[src/rtl/fpall_issue_arbiter.sv]
// fpall_issue_arbiter: round-robin issue of N_REQ requesters onto one
// fixed-latency FP datapath. A tag pipeline routes each result back to the
// requester that issued it. Sqrt/Div issues hold off further issues for a
// fixed window.
module fpall_issue_arbiter #(
    parameter int N_REQ        = 2,
    parameter int LATENCY      = 4,
    parameter int BLOCK_CYCLES = 8
) (
    input  logic                  clk,
    input  logic                  rst,
    input  logic [N_REQ-1:0]      req_valid,
    output logic [N_REQ-1:0]      req_ready,
    input  logic [2*N_REQ-1:0]    req_opcode,
    input  logic [N_REQ-1:0]      req_fmt,
    input  logic [32*N_REQ-1:0]   req_x,
    input  logic [32*N_REQ-1:0]   req_y,
    output logic [1:0]            fpu_opcode,
    output logic                  fpu_fmt,
    output logic [31:0]           fpu_x,
    output logic [31:0]           fpu_y,
    input  logic [31:0]           fpu_r,
    output logic [N_REQ-1:0]      rsp_valid,
    output logic [31:0]           rsp_data,
    output logic                  busy
);

    localparam int IDW   = $clog2(N_REQ);
    localparam int CNT_W = $clog2(BLOCK_CYCLES + 1);

    typedef enum logic {ISSUE, LOCK} state_t;

    state_t             state;
    logic [CNT_W-1:0]   lock_cnt;
    logic [IDW-1:0]     ptr;

    logic               grant_any;
    logic [IDW-1:0]     grant_id;
    logic               hs;
    logic [1:0]         grant_op;

    // Tag pipeline: stage k holds the op whose datapath inputs were loaded k cycles ago.
    logic [LATENCY:0]   tag_vld_p;
    logic [IDW-1:0]     tag_id_p [0:LATENCY];

    // Round-robin search: first valid requester at or after ptr, wrapping.
    always_comb begin
        int             s;
        logic [IDW-1:0] idx;
        grant_any = 1'b0;
        grant_id  = '0;
        s         = 0;
        idx       = '0;
        for (int k = 0; k < N_REQ; k++) begin
            s = int'(ptr) + k;
            if (s >= N_REQ) s = s - N_REQ;
            idx = IDW'(s);
            if (!grant_any && req_valid[idx]) begin
                grant_any = 1'b1;
                grant_id  = idx;
            end
        end
    end

    // Handshake only while issuing and not in reset; ready is one-hot of the grant.
    always_comb begin
        hs        = grant_any && (state == ISSUE) && !rst;
        req_ready = hs ? (N_REQ'(1) << grant_id) : '0;
        grant_op  = req_opcode[{grant_id, 1'b0} +: 2];
    end

    // Control FSM: priority pointer and Sqrt/Div lockout counter.
    always_ff @(posedge clk) begin
        if (rst) begin
            state    <= ISSUE;
            lock_cnt <= '0;
            ptr      <= '0;
        end else begin
            if (hs) begin
                if (int'(grant_id) == N_REQ - 1) ptr <= '0;
                else                             ptr <= grant_id + 1'b1;
            end
            case (state)
                ISSUE: begin
                    if (hs && grant_op[1] && (BLOCK_CYCLES > 1)) begin
                        state    <= LOCK;
                        lock_cnt <= CNT_W'(BLOCK_CYCLES - 1);
                    end
                end
                LOCK: begin
                    if (lock_cnt == CNT_W'(1)) state <= ISSUE;
                    lock_cnt <= lock_cnt - 1'b1;
                end
                default: state <= ISSUE;
            endcase
        end
    end

    // Stage p0: capture granted operands onto the datapath inputs.
    always_ff @(posedge clk) begin
        if (rst) begin
            fpu_opcode <= 2'b00;
            fpu_fmt    <= 1'b0;
            fpu_x      <= '0;
            fpu_y      <= '0;
        end else if (hs) begin
            fpu_opcode <= grant_op;
            fpu_fmt    <= req_fmt[grant_id];
            fpu_x      <= req_x[{grant_id, 5'b0} +: 32];
            fpu_y      <= req_y[{grant_id, 5'b0} +: 32];
        end
    end

    // Tag valid shift register; reset discards every in-flight op.
    always_ff @(posedge clk) begin
        if (rst) tag_vld_p <= '0;
        else     tag_vld_p <= {tag_vld_p[LATENCY-1:0], hs};
    end

    // Tag id shift register, moves alongside the valid bits.
    always_ff @(posedge clk) begin
        tag_id_p[0] <= grant_id;
        for (int k = 1; k <= LATENCY; k++) tag_id_p[k] <= tag_id_p[k-1];
    end

    // Response stage: strobe the owner and capture the datapath result.
    always_ff @(posedge clk) begin
        if (rst) begin
            rsp_valid <= '0;
            rsp_data  <= '0;
        end else begin
            rsp_valid <= tag_vld_p[LATENCY] ? (N_REQ'(1) << tag_id_p[LATENCY]) : '0;
            if (tag_vld_p[LATENCY]) rsp_data <= fpu_r;
        end
    end

    assign busy = (|tag_vld_p) || (state == LOCK) || (|rsp_valid);

endmodule

[config.mk]
export PLATFORM = sky130hd
export DESIGN_NAME = fpall_issue_arbiter
export DESIGN_NICKNAME = d
export VERILOG_FILES = /design/src/rtl/fpall_issue_arbiter.sv
export SDC_FILE = /design/constraint.sdc
export NUM_CORES = 1
export LEC_CHECK = 0
export CAP_MARGIN = 20
export CORE_MARGIN = 1
export CORE_UTILIZATION = 39
export CTS_CLUSTER_DIAMETER = 100
export CTS_CLUSTER_SIZE = 14
export DETAILED_ROUTE_END_ITERATION = 8
export PLACE_DENSITY = 0.92
export SLEW_MARGIN = 20
export SYNTH_ARGS = -nofsm -noshare
export SYNTH_HDL_FRONTEND = slang
export SYNTH_SLANG_ARGS = --single-unit
export TNS_END_PERCENT = 10
[constraint.sdc]
create_clock -name clk -period 1.8 [get_ports clk]
set_clock_uncertainty 0.05 [all_clocks]
set_input_delay 0.27 -clock clk [delete_from_list [all_inputs] [get_ports clk]]
set_output_delay 0.27 -clock clk [all_outputs]
set_load 0.02 [all_outputs]
# After elaboration in Yosys (flattened, before gate mapping)
# Memory sizes are Yosys's and may differ from the RTL's.
# Index checks and enable logic that the tools add are counted.
# classes
n_addsub	5
shift	5
reduce_logical	11
muxes	19
bitwise	2
n_eq_ne	2
n_lt_le_gt_ge	5
# op_table
operator	count
$shiftx 64x7->32	2
$mux 1	15
$pmux 4 s2	1
$lt 1x2->1 const B	3
$reduce_or 5->1	1
$eq 4x1->1 const B	1
$logic_and 1x1->1	4
$mux 4	1
$reduce_or 2->1	2
$shiftx 4x3->2	1
$shl 1x1->2 const A	2
$sub 4x1->4 const B	1
$add 1x1->2 const B	1
$ge 1x2->1 const B	1
$ge 2x2->1 const B	1
$logic_not 1->1	2
$logic_or 1x1->1	2
$mux 2	1
$ne 2x1->1 const B	1
$not 1->1	2
$pmux 1 s2	1
$sub 1x1->1 const B	2
$add 1x1->1 const B	1
# totals
memories	1
ram_bits	5
register_bits	112
# mem_list
memory	words	word_bits	rd	rd_ports_with_merged_regs	wr	line	rtl
tag_id_p	5	1	5	0	5	44	logic [IDW-1:0] tag_id_p [0:LATENCY];

# Depth between registers and ports, before layout
# Gate-level depths: netlist (run 1).
# logic_depth
word_depth	13
ltp_mapped	7

# Worst setup path before layout (run 1)
# Ideal clock, no wire load.
# synth_path
kind	register to output
from	reg state
to	out req_ready[1]
t_arrival_ps	1179
path_stages_with_launch	6
path_slack_ps	301
cell_sequence	dfxtp_1 -> buf_2 -> nor2_4 -> buf_4 -> buf_4 -> and3_1
# synth_via
elab_chain_len	4
# synth_lines
element	line	rtl
start: declaration	33	state_t state;
start signal: assignment	75	state <= ISSUE;
start signal: assignment	86	state <= LOCK;
start signal: assignment	91	if (lock_cnt == CNT_W'(1)) state <= ISSUE;
$not 1->1	-	
$logic_and 1x1->1 (2 in series)	67	hs = grant_any && (state == ISSUE) && !rst;
$mux 2	68	req_ready = hs ? (N_REQ'(1) << grant_id) : '0;
end: declaration	13	output logic [N_REQ-1:0] req_ready,
# No other way between the ends.

# Worst setup path in the final report (run 1)
# layout_path
from	reg rsp_data[6]
to	out rsp_data[6]
# layout_rtl
element	line	rtl
start: declaration	24	output logic [31:0] rsp_data,
start signal: assignment	133	if (tag_vld_p[LATENCY]) rsp_data <= fpu_r;
# No word-level cell between the ends.

==> results of run 1 <==
[tightest hold or removal path, delay by kind of cell]
family	cells	cell delay [ps]
AOI/OAI and AO/OA	1	70
buffers and inverters	1	130
and+or+nand+nor	2	130
[report_power, final]
| group | total [mW] | switching [mW] | leakage [nW] | internal [mW] |
|---|---|---|---|---|
| registers | 2.81 | 0.0753 | 0.956 | 2.73 |
| clock network | 3.27 | 1.34 | 0.275 | 1.93 |
| logic | 1.37 | 0.659 | 1.59 | 0.707 |
[sequential cells by signal, summed over array words and instances (netlist names)]
name	count
tag_vld_p	5
lock_cnt	4
rsp_valid	2
state	1
fpu_y	32
fpu_opcode	2
fpu_fmt	1
fpu_x	32
rsp_data	32
tag_id_p	5
ptr	1
[Yosys cell counts (2+ instances only)]
library cell	n
nand4_1	66
nand2_1	3
buf_2	25
clkbuf_1	25
buf_4	11
o21ai_0	41
o21ai_1	27
ha_1	2
nor2b_1	4
nor3b_1	4
nand3_1	66
nor4_1	2
nor2_1	35
buf_6	7
mux2i_1	32
dfxtp_1	117
nor4b_1	2
inv_1	4
a31oi_1	67
a21oi_1	3
[worst paths after layout]
check	cells past startpoint	slack [ps]	endpoint	from
max reg2reg	5	60	fpu_x[7]$_SDFFE_PP0N_	ptr$_SDFFE_PP0N_
min	4	200	ptr$_SDFFE_PP0N_	rst
max	1	50	rsp_data[6]	rsp_data[6]$_SDFFE_PP0P_
min reg2reg	0	280	tag_id_p[0][2]$_DFF_P_	tag_id_p[0][1]$_DFF_P_
[cell usage in the layout, fill, tap and decap left out, drive strengths merged, types with 2 or more instances in the layout]
master / synthesis / layout
a21oi: 3 / 3
clkinv: 0 / 4
nor2b: 4 / 4
clkdlybuf4s15: 0 / 2
nand4: 66 / 66
buf: 44 / 21
nor4: 2 / 2
clkdlybuf4s50: 0 / 268
o21ai: 68 / 68
nor2: 37 / 37
nand2: 3 / 3
ha: 2 / 2
a31oi: 67 / 67
mux2i: 32 / 32
nor4b: 2 / 2
nor3b: 4 / 4
nand3: 66 / 66
clkbuf: 26 / 18
dfxtp: 117 / 117
inv: 4 / 11
clkinvlp: 0 / 3
[per-layer routing]
layer	vias up	global-route usage, %
met5	-	0
met4	0	14.72
met3	55	7.749
met2	280	44.85
met1	2524	28.33
li1	2581	-
[cell families (layout without fill, tap and decap cells)]
logic type,count (synthesis),count (layout)
other,0,1
buffers and inverters,74,328
multiplexers,32,32
adder cells (fa/ha/maj),2,2
AO/OA/AOI/OAI,144,144
flip-flops,117,117
XOR/XNOR,1,1
AND/OR/NAND/NOR,189,189
[stage by stage]
| step | setup WS, ps | hold slack [ps] |
|---|---|---|
| after global placement | -198.3 | 261.2 |
| after floorplan | 301.0 | 259.6 |
| after CTS | 12.17 | 176.2 |
| after detailed placement | -227.3 | 262.1 |
| final | 48.90 | 195.8 |
| after global routing | 0.03231 | 203.1 |
[area by class of cell]
class	instances	area [µm²]	area share, %
diodes	1	2.502	0.03008
clock buffers	17	425.4	5.113
clock inverters	15	146.4	1.759
inverters	4	15.01	0.1805
multi-input cells	368	2238	26.90
flip-flops and latches	117	2344	28.17
well taps	168	210.2	2.526
repair buffers	292	2939	35.32
==> summary.md, run 1 <==
| Metric | Value |
|---|---|
| Outcome | `completed` |
| CP peak stage delay | `640 ps` |
| Largest cells by area after synthesis | `dfxtp_1 47%, a31oi_1 8.4%, nand4_1 8.3%, nand3_1 6.7%, mux2i_1 6.5%` |
| Vias/cell | `5.540` |
| Hpwl dp | `between 10000 and 15000 µm` |
| Yosys reg bits | `117` |
| Crit. End Element | `output pin` |
| Max layer used | `met4` |
| Clk slew on worst S/H paths | `60 ps` |
| Compound-Gate Fraction of Synth Area | `roughly 17%` |
| Mapped cell area | `4965 µm²` |
| Vias in the first global route | `5298` |
| Crit path cell chain | `clkdlybuf4s50_1` |
| Simple logic cell fraction of the synthesized area | `a little over 20%` |
| Endpoints failing setup | `0` |
| Critical Path Fanout Max | `2` |
| Kind of critical path | `reg2out` |
| Period utilization | `97.28%` |
| Post-synthesis xor/xnor area fraction | `0.1764%` |
| Max Fclk | `around 570 MHz` |
| Synth warnings | `0` |
| Drc violations | `0` |
| WL final | `17110 µm` |
| GRT overflow | `0` |
| Largest family of logic cells by synthesized area | `simple AND/OR/NAND/NOR gates` |
| Die H | `114.8 µm` |
| Max-cap violations | `0` |
| Root buffer cell | `clkbuf_16` |
| Hold Fails Final Rpt | `0` |
| P per Cell Area | `a little under 900 nW/µm²` |
| LEAKAGE | `2.825 nW` |
| Cell family with the largest share of critical-path delay | `buffers and inverters` |
| Post-synthesis area per instance | `8.882 µm²` |
| Fin crit period | `1751 ps` |
| Fillers | `962` |
| Die width | `114.8 µm` |
| Count of pins over their slew limit | `0` |
| Final Wtd Congestion | `0.8136` |
| Critical-path top delay cell | `clkdlybuf4s50_1` |
| GRT Resource Usage Total | `25.90%` |
| Synth-to-layout area growth | `67.59%` |
| Row cnt | `40` |
| Pin count of the biggest net entering global routing | `about 130` |
| Fin util | `around 68%` |
| Total power | `7.443 mW` |
| M1 WL | `6445 µm` |
| Drt wl/cell | `17.42 µm` |
| Worst Tran Pin Value | `589.0 ps` |
| Buf/Inv on CP | `1` |
| Initial antenna violation count | `1` |
| Cells after synthesis | `559` |
| DP Area | `slightly below 8000 µm²` |
| CP Launch Type | `register` |
| Post-synth EDFFs | `0` |
| Post-synthesis sequential area ratio | `47.18%` |
| Placed Cells | `949` |
| Worst EP required | `1480 ps` |
| Metal3 WL | `1396 µm` |
| I/O pins | `274` |
| Max-Slew Margin vs Limit | `between 60% and 70%` |
| DR vias | `5440` |
| Post-synth top area cell | `dfxtp_1` |
| Hold_buf cts | `0` |
| HP Class | `in2reg` |
| Prevailing post-synth register cell | `dfxtp_1` |
| Yosys top cell area share | `47.18%` |
| Arrival time at the worst endpoint | `1430 ps` |
| ANT nets after route | `0` |
| CTS Buf Count | `17` |
| Port Buffer Count | `273` |
| Clk sinks | `117` |
| Syn_nets | `approximately 730` |
| Post-synthesis mux area share | `6.452%` |
| Iteration-0 DRC Markers | `approximately 600` |
| Pre-Repair DR Iteration Count | `5` |
| Finished Layout Cells | `982` |
| Longest Clk Path Bufs | `2` |
| Worst-Skew Late Latency | `420 ps` |
| CTS tree | `built` |
| Unique cell type count in the Yosys netlist | `36` |
| Adder-Cell Fraction of Synth Area | `less than 1%` |
| Core ar. | `approximately 12000 µm²` |
| Max VDD drop | `0.5197 mV` |
| Setup bufs post-CTS | `0` |
| RSZ-0062 raised after global routing | `no` |
| Async SR Flop Fraction | `0%` |
| Met2 WL post-DR | `8563 µm` |
| Setup TNS | `0 ps` |
| Die area | `13190 µm²` |
| First-pass GRT wire length | `~26000 µm` |
| PostCTS Resize Cnt | `8` |
| Nets@finish | `just under 1000` |
| # H-tree levels | `4` |
| Final non-filler cell area | `8320 µm²` |
| Share of cells above drive strength 1 | `7.872%` |
| Initial Utilization | `40.66%` |
No activity file was read; power rests on OpenSTA's default activity.
==> run 2, diff against run 1 <==
--- a/config.mk
+++ b/config.mk
@@ -6,7 +6,6 @@
 export NUM_CORES = 1
 export LEC_CHECK = 0
 export CAP_MARGIN = 20
-export CORE_MARGIN = 1
 export CORE_UTILIZATION = 39
 export CTS_CLUSTER_DIAMETER = 100
 export CTS_CLUSTER_SIZE = 14
==> results of run 2 <==
Final layout, timing and power as in run 1 (identical DEF).
